`src/rtl/mdu_pkg.sv`:
```
// mdu_pkg: shared op/state encodings and timing constants for the multiply/divide unit
package mdu_pkg;
  localparam logic MD_MULT = 1'b0;
  localparam logic MD_DIV = 1'b1;
  localparam int MDU_ITER = 32;
  localparam int MDU_LATENCY = 33;
  typedef enum logic [1:0] {IDLE, CALC, FIX} mdu_state_e;
endpackage

```
`src/rtl/mult_div_unit_if.sv`:
```
// mult_div_unit_if: request/result bundle between the control unit and the multiply/divide unit
interface mult_div_unit_if #(parameter int WIDTH = 32);
  logic start;
  logic MDCtrl;
  logic [WIDTH-1:0] a;
  logic [WIDTH-1:0] b;
  logic [WIDTH-1:0] hi;
  logic [WIDTH-1:0] lo;
  logic busy;
  logic done;
  logic div0;
  modport master(output start, MDCtrl, a, b, input hi, lo, busy, done, div0);
  modport slave(input start, MDCtrl, a, b, output hi, lo, busy, done, div0);
endinterface

```
`src/rtl/mult_div_unit.sv`:
```
// mult_div_unit: sequential signed shift-add multiply / restoring divide producing HI/LO
module mult_div_unit
  import mdu_pkg::*;
#(
  parameter int WIDTH = 32
) (
  input logic clk,
  input logic reset,
  mult_div_unit_if.slave md
);
  localparam int CW = $clog2(WIDTH);
  mdu_state_e state, state_n;
  logic op, op_n, sa, sa_n, sb, sb_n, done, done_n, ge;
  logic [WIDTH-1:0] acc, acc_n, mq, mq_n, opb, opb_n, hi, hi_n, lo, lo_n;
  logic [CW-1:0] cnt, cnt_n;
  logic [WIDTH:0] sum, shl, diff;
  logic [2*WIDTH-1:0] prod;
  function automatic logic [WIDTH-1:0] mag(input logic [WIDTH-1:0] v);
    return v[WIDTH-1] ? -v : v;
  endfunction
  // acc doubles as the upper product half / remainder, mq as multiplier / quotient
  always_comb begin
    state_n = state;
    op_n = op;
    sa_n = sa;
    sb_n = sb;
    acc_n = acc;
    mq_n = mq;
    opb_n = opb;
    cnt_n = cnt;
    hi_n = hi;
    lo_n = lo;
    done_n = 1'b0;
    sum = {1'b0, acc} + (mq[0] ? {1'b0, opb} : '0);
    shl = {acc, mq[WIDTH-1]};
    diff = shl - {1'b0, opb};
    ge = !diff[WIDTH];
    prod = (sa ^ sb) ? -{acc, mq} : {acc, mq};
    if (state == IDLE && md.start && !md.div0) begin
      op_n = md.MDCtrl;
      sa_n = md.a[WIDTH-1];
      sb_n = md.b[WIDTH-1];
      opb_n = md.MDCtrl == MD_MULT ? mag(md.a) : mag(md.b);
      mq_n = md.MDCtrl == MD_MULT ? mag(md.b) : mag(md.a);
      acc_n = '0;
      cnt_n = '0;
      state_n = CALC;
    end else if (state == CALC) begin
      acc_n = op == MD_MULT ? sum[WIDTH:1] : (ge ? diff[WIDTH-1:0] : shl[WIDTH-1:0]);
      mq_n = op == MD_MULT ? {sum[0], mq[WIDTH-1:1]} : {mq[WIDTH-2:0], ge};
      cnt_n = cnt + 1'b1;
      state_n = cnt == CW'(WIDTH - 1) ? FIX : CALC;
    end else if (state == FIX) begin
      hi_n = op == MD_MULT ? prod[2*WIDTH-1:WIDTH] : (sa ? -acc : acc);
      lo_n = op == MD_MULT ? prod[WIDTH-1:0] : ((sa ^ sb) ? -mq : mq);
      done_n = 1'b1;
      state_n = IDLE;
    end
  end
  always_ff @(posedge clk or negedge reset) begin
    if (!reset) begin
      state <= IDLE;
      op <= MD_MULT;
      sa <= 1'b0;
      sb <= 1'b0;
      acc <= '0;
      mq <= '0;
      opb <= '0;
      cnt <= '0;
      hi <= '0;
      lo <= '0;
      done <= 1'b0;
    end else begin
      state <= state_n;
      op <= op_n;
      sa <= sa_n;
      sb <= sb_n;
      acc <= acc_n;
      mq <= mq_n;
      opb <= opb_n;
      cnt <= cnt_n;
      hi <= hi_n;
      lo <= lo_n;
      done <= done_n;
    end
  end
  assign md.hi = hi;
  assign md.lo = lo;
  assign md.done = done;
  assign md.busy = state != IDLE;
  assign md.div0 = (md.MDCtrl == MD_DIV) && (md.b == '0);
endmodule

```
`src/flat_wrapper.sv`:
```
// flat-port wrapper written by rule: the top's interface ports become plain ports
module mult_div_unit_flat import mdu_pkg::*;
#(
  parameter int WIDTH = 32
)
  (clk, reset, md_start, md_MDCtrl, md_a, md_b, md_hi, md_lo, md_busy, md_done, md_div0);
  mult_div_unit_if #(.WIDTH(WIDTH)) md_i ();
  input logic clk;
  input logic reset;
  input wire logic [$bits(md_i.start)-1:0] md_start;
  input wire logic [$bits(md_i.MDCtrl)-1:0] md_MDCtrl;
  input wire logic [$bits(md_i.a)-1:0] md_a;
  input wire logic [$bits(md_i.b)-1:0] md_b;
  output wire logic [$bits(md_i.hi)-1:0] md_hi;
  output wire logic [$bits(md_i.lo)-1:0] md_lo;
  output wire logic [$bits(md_i.busy)-1:0] md_busy;
  output wire logic [$bits(md_i.done)-1:0] md_done;
  output wire logic [$bits(md_i.div0)-1:0] md_div0;
  assign md_i.start = md_start;
  assign md_i.MDCtrl = md_MDCtrl;
  assign md_i.a = md_a;
  assign md_i.b = md_b;
  assign md_hi = md_i.hi;
  assign md_lo = md_i.lo;
  assign md_busy = md_i.busy;
  assign md_done = md_i.done;
  assign md_div0 = md_i.div0;
  mult_div_unit #(.WIDTH(WIDTH)) u_core (.clk(clk), .reset(reset), .md(md_i));
endmodule
```
`config.mk`:
```
export PLATFORM = sky130hd
export DESIGN_NAME = mult_div_unit_flat
export DESIGN_NICKNAME = d
export VERILOG_FILES = /design/src/rtl/mdu_pkg.sv /design/src/rtl/mult_div_unit_if.sv /design/src/rtl/mult_div_unit.sv /design/src/flat_wrapper.sv
export SDC_FILE = /design/constraint.sdc
export NUM_CORES = 1
export LEC_CHECK = 0
export BUFFER_PORTS_ARGS = -buffer_cell sky130_fd_sc_hd__buf_4
export CAP_MARGIN = 20
export CORE_AREA = 8 8 158 175
export DETAILED_ROUTE_END_ITERATION = 12
export DIE_AREA = 0 0 166 183
export PLACE_DENSITY = 0.79
export SLEW_MARGIN = 10
export SYNTH_ARGS = -nofsm -noshare
export SYNTH_HDL_FRONTEND = slang
export SYNTH_SLANG_ARGS = --single-unit
export TNS_END_PERCENT = 10
```
`constraint.sdc`:
```
create_clock -name clk -period 3.57 [get_ports clk]
set_input_delay 0.8925 -clock clk [delete_from_list [all_inputs] [get_ports clk]]
set_output_delay 0.8925 -clock clk [all_outputs]
set_load 0.005 [all_outputs]
```
## Yosys cells after proc, flatten, opt, wreduce, memory -nomap -nowiden

Cells that the tools add are included.

| operators by class | value |
|---|---|
| $add $sub $neg | 8 |
| div/mod/pow operators | 0 |
| $mul | 0 |
| reduce and logical (&&, ||, !) cells | 11 |
| bitwise gates (word level) | 3 |
| mux-type cells | 26 |
| magnitude comparators | 0 |
| equal/unequal tests | 3 |
| shift-type cells | 0 |

Operators by type and width:

| kind | number |
|---|---|
| two-way mux 32 bit | 16 |
| negator 32 bit | 4 |
| two-way mux 64 bit | 1 |
| negator 64 bit | 1 |
| adder 32 x 33 -> 33 bit | 1 |
| subtractor 33 x 32 -> 33 bit | 1 |
| zero test 32 bit | 1 |
| two-way mux 5 bit | 2 |
| two-way mux 2 bit | 4 |
| adder 5 x 1 -> 5 bit, second input constant | 1 |
| == test 5 bit, second input constant | 1 |
| nonzero test 2 bit | 2 |
| logical AND 1 bit | 3 |
| two-way mux 1 bit | 3 |
| AND reduction 3 bit | 1 |
| nonzero test 3 bit | 1 |
| == test 2 x 1 -> 1 bit, second input constant | 1 |
| == test 2 bit, second input constant | 1 |
| zero test 1 bit | 2 |
| zero test 2 bit | 1 |
| NOT 1 bit | 2 |
| XOR 1 bit | 1 |

| word-level totals | value |
|---|---|
| bits in latches | 0 |
| word-level logic and storage cells | 62 |
| register bits | 171 |
| memories kept | 0 |
| bits of input ports | 68 |
| memory bits (read-only) | 0 |
| memory bits (writable) | 0 |
| output and inout port bits | 67 |

## Depth between registers and ports, before layout

Gate-level depths: netlist of the first run.

| depth | value |
|---|---|
| depth in word-level cells | 6 |
| depth in mapped cells | 14 |
| mapped depth without buffers | 13 |

## Worst setup path before layout of the first run

Ideal clock, no wire load.

| path | value |
|---|---|
| path type | input -> register |
| start point | input port md_a[8] |
| end point | register u_core.opb[29] |
| data required time | 3.442 ns |
| setup time | 0.128 ns |
| stages on the path | 9 |
| path buffers | 0 |
| slack | 0.427 ns |
| arrival | 3.015 ns |
| path through | nor4_1 nand4_1 or3_1 or4_1 o31ai_1 xor2_1 nor3_1 a31oi_1 o21ai_1 |

| between the ends | value |
|---|---|
| cells in the longest elaborated chain, start to end | 3 |

Ends and longest elaborated chain:

| element | line | text |
|---|---|---|
| from (decl) | flat_wrapper.sv:12 | `input wire logic [$bits(md_i.a)-1:0] md_a;` |
| negator 32 bit | mult_div_unit.sv:19 | `return v[WIDTH-1] ? -v : v;` |
| two-way mux 32 bit | mult_div_unit.sv:19 |  |
| two-way mux 32 bit | mult_div_unit.sv:43 | `opb_n = md.MDCtrl == MD_MULT ? mag(md.a) : mag(md.b);` |
| to (signal assigned) | mult_div_unit.sv:80 | `opb <= opb_n;` |
| to (decl) | mult_div_unit.sv:14 | `logic [WIDTH-1:0] acc, acc_n, mq, mq_n, opb, opb_n, hi, hi_n, lo, lo_n;` |

No other way between the ends.
A chain may end at the register's enable or synchronous reset.

## Final worst setup path of the first run

| path | value |
|---|---|
| start point | input port md_b[4] |
| end point | output port md_div0 |

| between the ends | value |
|---|---|
| cells in the longest elaborated chain, start to end | 2 |

Ends and longest elaborated chain:

| element | line | text |
|---|---|---|
| from (decl) | flat_wrapper.sv:13 | `input wire logic [$bits(md_i.b)-1:0] md_b;` |
| zero test 32 bit | mult_div_unit.sv:91 | `assign md.div0 = (md.MDCtrl == MD_DIV) && (md.b == '0);` |
| logical AND 1 bit | mult_div_unit.sv:91 |  |
| to (decl) | flat_wrapper.sv:18 | `output wire logic [$bits(md_i.div0)-1:0] md_div0;` |

No other way between the ends.

==> impl_metrics.ini, run 1 <==
[global_routing]
overflow = 0
track_usage_pct = 31.9
grt_max_degree = 89
grt_pass1_wl_um = 78500
grt_pass1_vias = 14600
antenna_found_initial = 0

[placed_design]
place_area_sq_um = 16500
hpwl_um = 38600
gp_congestion = 1.00
numPortBuffers = 134

[timing]
finalHoldViolCount = 0
fin_crit_ns = 3.40
final.period_utilization_pct = 95.3
maxSlewViolCount = 0
worstMarginPinSlew_ns = 0.992
finClkSkew_ns = 0.0125
slew-limit-headroom_pct = 33.9
rsz0062_at_grt = no
setup_viol = 0
finalSetupTns_ns = 0
fmax_ghz = 0.294

[drt]
first_iter_violations = 1403
avgViaCountPerCell = 6.37
wl_per_cell_um = 20.9
postRouteAntennaNets = 0
drt_pass1_iterations = 6
routed_wl_um = 49100
vias = 15000
drcViolationCount = 0

[status]
status = complete, no violations

[logic_synthesis]
synth-async-reset-ratio_pct = 100
synth-main-ff-cell = dfrtp_1
synth_area_sq_um = 14600
seq_area_frac_synth_pct = 29.3
syn_inst = 1874
synth_edf_count = 0
ys_warn_count = 0
synth_nets = 2017
yosys_register_bits = 171
ys_types = 73
syn_avg_cell_area_sq_um = 7.80

[clock_tree]
cts.sinks = 171
clkLatencyLatePin_ns = 0.45
cts_buffers = 17
path_clk_slew_ns = 0.07
cts_max_path_buffers = 2
cts_tree = done
cts_root_buf = clkbuf_16
h-tree-depth = 4
postCtsHoldBufs = 0

[die]
initial_core_util_pct = 58.9
die_area_sq_um = 30400
rows = 61
core-area_sq_um = 24800
die_width_um = 166
die_y_um = 183
num_io_pins = 135

[cells_and_area]
num-nets-final = 2164
mostFrequentLayoutCells = buf_4 (239), nor2_1 (201), nand2_1 (188)
drive_gt1_share_pct = 15.9
fin_area_sq_um = 17200
layout_commonest_cell = buf_4
fillers = 2102
diodes = 0
area_growth_pct = 17.4

[critical_path]
r2r-end = u_core.acc[25]$_DFFE_PN0N_
critPathKind = in2out
rr_startpoint = u_core.opb[7]$_DFFE_PN0P_
crit_start = md_b[4]
endpoint = md_div0
crit_fanout = 6
required_ns = 2.68
arrival_ns = 2.51
regToRegSetupSlack_ns = 0.19
cp-start-kind = input port
reg2reg_depth = 12
critPathCaptureType = output pin

[power]
peakVddDrop_mv = 0.507
powerDensity_nw_per_um2 = 981
power.leakage_nw = 7.67

[flow_run]
cap_violations = 0

[min_path]
hold_path.class = in2async
[what timing repair did]
| action | CTS | global route |
|---|---|---|
| setup buffers | 0 | 2 |
| resized for setup | 0 | 7 |
| endpoints found under the setup margin | 0 | 4 |
[where the power goes]
group | internal (W) | switching [W] | leakage (nW)
registers | 0.00251 | 0.000665 | 2.01
clock network | 0.00110 | 0.000905 | 0.302
logic | 0.00469 | 0.00696 | 5.35
total | 0.00830 | 0.00853 | 7.67
[cells in the mapped netlist, drive strengths merged (8+ instances only)]
master,count,area (sq um)
dfrtp,171,4280
inv,68,255
nor2,202,761
a31oi,30,188
clkbuf,100,375
nand2b,20,125
nand4,22,138
o31ai,35,263
nand2,189,712
or3,22,138
mux2,13,146
buf,19,95.1
o21a,9,67.6
xnor2,88,771
nand3b,8,72.6
a21o,33,248
xor2,91,797
a22oi,19,143
or4,15,128
a21oi,185,926
or2,9,56.3
o221ai,10,87.6
ha,73,913
nor3,36,185
and2,8,50.1
o41ai,9,78.8
nand3,25,125
and3,12,75.1
o21ai,175,876
o211ai,37,278
mux2i,47,470
nor4,20,168
[through the flow]
step / power (W) / std cells / hold slack [ns] / util, % / setup WS, ns
floorplan: 0.0108 / 1874 / 0.450 / - / 0.427
global placement: 0.0143 / 2315 / 0.464 / 66.5 / 0.125
detailed placement: 0.0145 / 2315 / 0.477 / 66.5 / 0.0956
CTS: 0.0166 / 2347 / 0.418 / 69.0 / 0.180
global route: 0.0180 / 2349 / 0.443 / 69.2 / 0.00453
finish: 0.0168 / 2349 / 0.401 / 69.2 / 0.168
[area by class of cell]
cell class	count	area (sq um)	share of cell area [%]
well taps	315	394	2.30
clock inverters	13	176	1.03
flip-flops and latches	171	4280	24.9
multi-input cells	1516	9650	56.3
clock buffers	19	453	2.64
repair buffers	247	1950	11.3
inverters	68	255	1.49
[cells by family after synthesis]
| logic type | Yosys count | synth area share (%) |
|---|---|---|
| and+or+nand+nor | 603 | 19.5 |
| AOI/OAI and AO/OA | 599 | 24.8 |
| buffers and inverters | 187 | 4.96 |
| xor gates and xnor gates | 179 | 10.7 |
| DFF | 171 | 29.3 |
| adders and majority gates | 75 | 6.52 |
| muxes | 60 | 4.22 |
[state kept, by name, summed over array words and instances (netlist names)]
register and flops:
u_core.state 2, u_core.opb 32, u_core.md.hi 32, u_core.cnt 5
u_core.op 1, u_core.md.lo 32, u_core.md.done 1, u_core.sb 1
u_core.mq 32, u_core.acc 32, u_core.sa 1
[critical path: stages]
cell and delay (ns):
buf_4 0.12, or4_4 0.56, nor3_1 0.30, nand4_1 0.28
nor2_1 0.22, buf_4 0.14
[worst min-delay path by stage]
stage	startpoint	endpoint	slack (ns)	cells after the start
2_1_floorplan	u_core.opb[10]$_DFFE_PN0P_	u_core.opb[10]$_DFFE_PN0P_	0.45	2
3_3_place_gp	u_core.opb[12]$_DFFE_PN0P_	u_core.opb[12]$_DFFE_PN0P_	0.46	2
3_5_place_dp	u_core.opb[19]$_DFFE_PN0P_	u_core.opb[19]$_DFFE_PN0P_	0.48	2
4_1_cts	reset	u_core.md.lo[19]$_DFFE_PN0P_	0.42	1
5_1_grt	reset	u_core.md.lo[19]$_DFFE_PN0P_	0.44	1
6_report	reset	u_core.md.lo[19]$_DFFE_PN0P_	0.40	1
[routing by layer]
layer	vias to the layer above	wire [um]	part of all wire [%]	track usage [%]
li1	7014	-	-	-
met1	7085	20000	41	39.5
met2	710	22500	46	51.8
met3	159	3740	7.6	6.34
met4	0	2910	5.9	18.3
met5	-	0	0	0
Note: power is estimated with default switching activity, not from simulation.
==> run 2, diff against run 1 <==
Settings changed: CORE_AREA 8 8 158 175 to 8 8 164 181, DIE_AREA 0 0 166 183 to 0 0 172 189, PLACE_DENSITY 0.79 to 0.77.
Clock period 3.57 ns to 3.1 ns, I/O delays scaled along.
==> impl_metrics.ini, run 2 (synthesis gave the netlist of run 1 again) <==
[global_routing]
grt_max_degree = 101
track_usage_pct = 30.7
antenna_found_initial = 0
grt_pass1_vias = 14700
overflow = 0
grt_pass1_wl_um = 78800

[critical_path]
required_ns = 3.46
critPathCaptureType = register
crit_start = u_core.mq[0]$_DFFE_PN0N_
rr_startpoint = u_core.mq[0]$_DFFE_PN0N_
endpoint = u_core.acc[29]$_DFFE_PN0N_
critPathSlowestCell = o41a_1
arrival_ns = 3.44
crit_fanout = 7
reg2reg_depth = 14
crit_chain = inv_4 > nor2_2 > ha_1 > buf_6 > o211ai_1 > a21oi_4 > o41a_1 > a31oi_1 > buf_4 > nand3b_1 > and3_4 > o21a_1 > nor3_2 > a311oi_2
regToRegSetupSlack_ns = 0.02
slowest_delay_ns = 0.48
critPathKind = reg2reg
r2r-end = u_core.acc[29]$_DFFE_PN0N_
cp-start-kind = register

[timing]
worstMarginPinSlew_ns = 0.900
rsz0062_at_grt = yes
final.period_utilization_pct = 99.3
fin_crit_ns = 3.08
setup_viol = 0
finClkSkew_ns = 0.0135
maxSlewViolCount = 0
fmax_ghz = 0.325
finalSetupTns_ns = 0
slew-limit-headroom_pct = 40.0
finalHoldViolCount = 0
holdWs_ns = 0.278

[placed_design]
gp_congestion = 0.994
numPortBuffers = 134
hpwl_um = 39700

[clock_tree]
postCtsHoldBufs = 0
cts.sinks = 171
cts_root_buf = clkbuf_16
cts_tree = done
cts_buffers = 17
cts_max_path_buffers = 2
path_clk_slew_ns = 0.08
clkLatencyLatePin_ns = 0.45
h-tree-depth = 4

[min_path]
hold_path.class = in2async

[drt]
wl_per_cell_um = 20.1
drcViolationCount = 0
drt_pass1_iterations = 8
routed_wl_um = 51300
avgViaCountPerCell = 6.09
first_iter_violations = 1542
postRouteAntennaNets = 0
vias = 15600

[cells_and_area]
drive_gt1_share_pct = 24.3
diodes = 0
layout_commonest_cell = buf_4
mostFrequentLayoutCells = buf_4 (398), nor2_1 (198), nand2_1 (188)
num-nets-final = 2330
area_growth_pct = 28.3
fillers = 2226
fin_util_pct = 70.4

[die]
die_area_sq_um = 32500
die_width_um = 172
num_io_pins = 135
initial_core_util_pct = 54.9
core-area_sq_um = 26600
rows = 63
die_y_um = 189

[power]
power.leakage_nw = 8.53
powerDensity_nw_per_um2 = 1130
peakVddDrop_mv = 0.595

[status]
status = complete, no violations

[flow_run]
cap_violations = 0
==> run 2: final cells by class <==
type	instances	area [sq um]	area share (%)
flip-flops and latches	171	4280	22.8
inverters	68	258	1.37
clock buffers	17	425	2.27
clock inverters	15	154	0.821
multi-input cells	1516	9920	52.9
well taps	357	447	2.38
repair buffers	413	3270	17.4
==> run 2: how the worst min path moves through the flow <==
stage | startpoint | to | slack, ns | cells past startpoint
finish | reset | u_core.cnt[0]$_DFFE_PN0N_ | 0.28 | 1
global route | reset | u_core.cnt[0]$_DFFE_PN0N_ | 0.32 | 1
CTS | reset | u_core.cnt[0]$_DFFE_PN0N_ | 0.30 | 1
detailed placement | u_core.opb[10]$_DFFE_PN0P_ | u_core.opb[10]$_DFFE_PN0P_ | 0.47 | 2
global placement | u_core.opb[13]$_DFFE_PN0P_ | u_core.opb[13]$_DFFE_PN0P_ | 0.46 | 2
floorplan | u_core.opb[10]$_DFFE_PN0P_ | u_core.opb[10]$_DFFE_PN0P_ | 0.45 | 2
==> run 2: where the power goes <==
group / total (W) / internal [W] / switching (W)
Combinational: 0.0153 / 0.00664 / 0.00870
Clock: 0.00215 / 0.00107 / 0.00108
Sequential: 0.00361 / 0.00289 / 0.000724
Total: 0.0211 / 0.0106 / 0.0105
==> run 2: routing by layer <==
metal / GRT usage, % / wire length [um] / up-vias
li1: - / - / 7357
met1: 38.9 / 20800 / 7328
met2: 49.5 / 24100 / 750
met3: 4.50 / 3580 / 146
met4: 16.7 / 2790 / 0
met5: 0 / 0 / -
==> run 2: repair_timing <==
action / 4_1_cts / 5_1_grt
cloned: 0 / 2
setup endpoints to repair: 31 / 45
pin swaps: 3 / 26
resized for setup: 12 / 61
buffers inserted: 1 / 13
==> run 2: critical path: cells and delay by family (launching register included) <==
kind	cells	cell delay, ns
AO/OA/AOI/OAI	6	1.35
adder cells (fa/ha/maj)	1	0.31
buffers and inverters	3	0.45
flip-flops	1	0.44
AND/OR/NAND/NOR	4	0.44
==> run 2: through the flow <==
stage          total power, W  instance area (sq um)  instances  setup slack [ns]
4_1_cts                0.0200                  18300       2544           -0.0246
2_1_floorplan          0.0124                  14600       1874            0.0648
5_1_grt                0.0225                  18800       2557            -0.125
3_3_place_gp           0.0174                  17700       2511            -0.211
3_5_place_dp           0.0176                  17700       2511            -0.239
6_report               0.0211                  18800       2557            0.0225
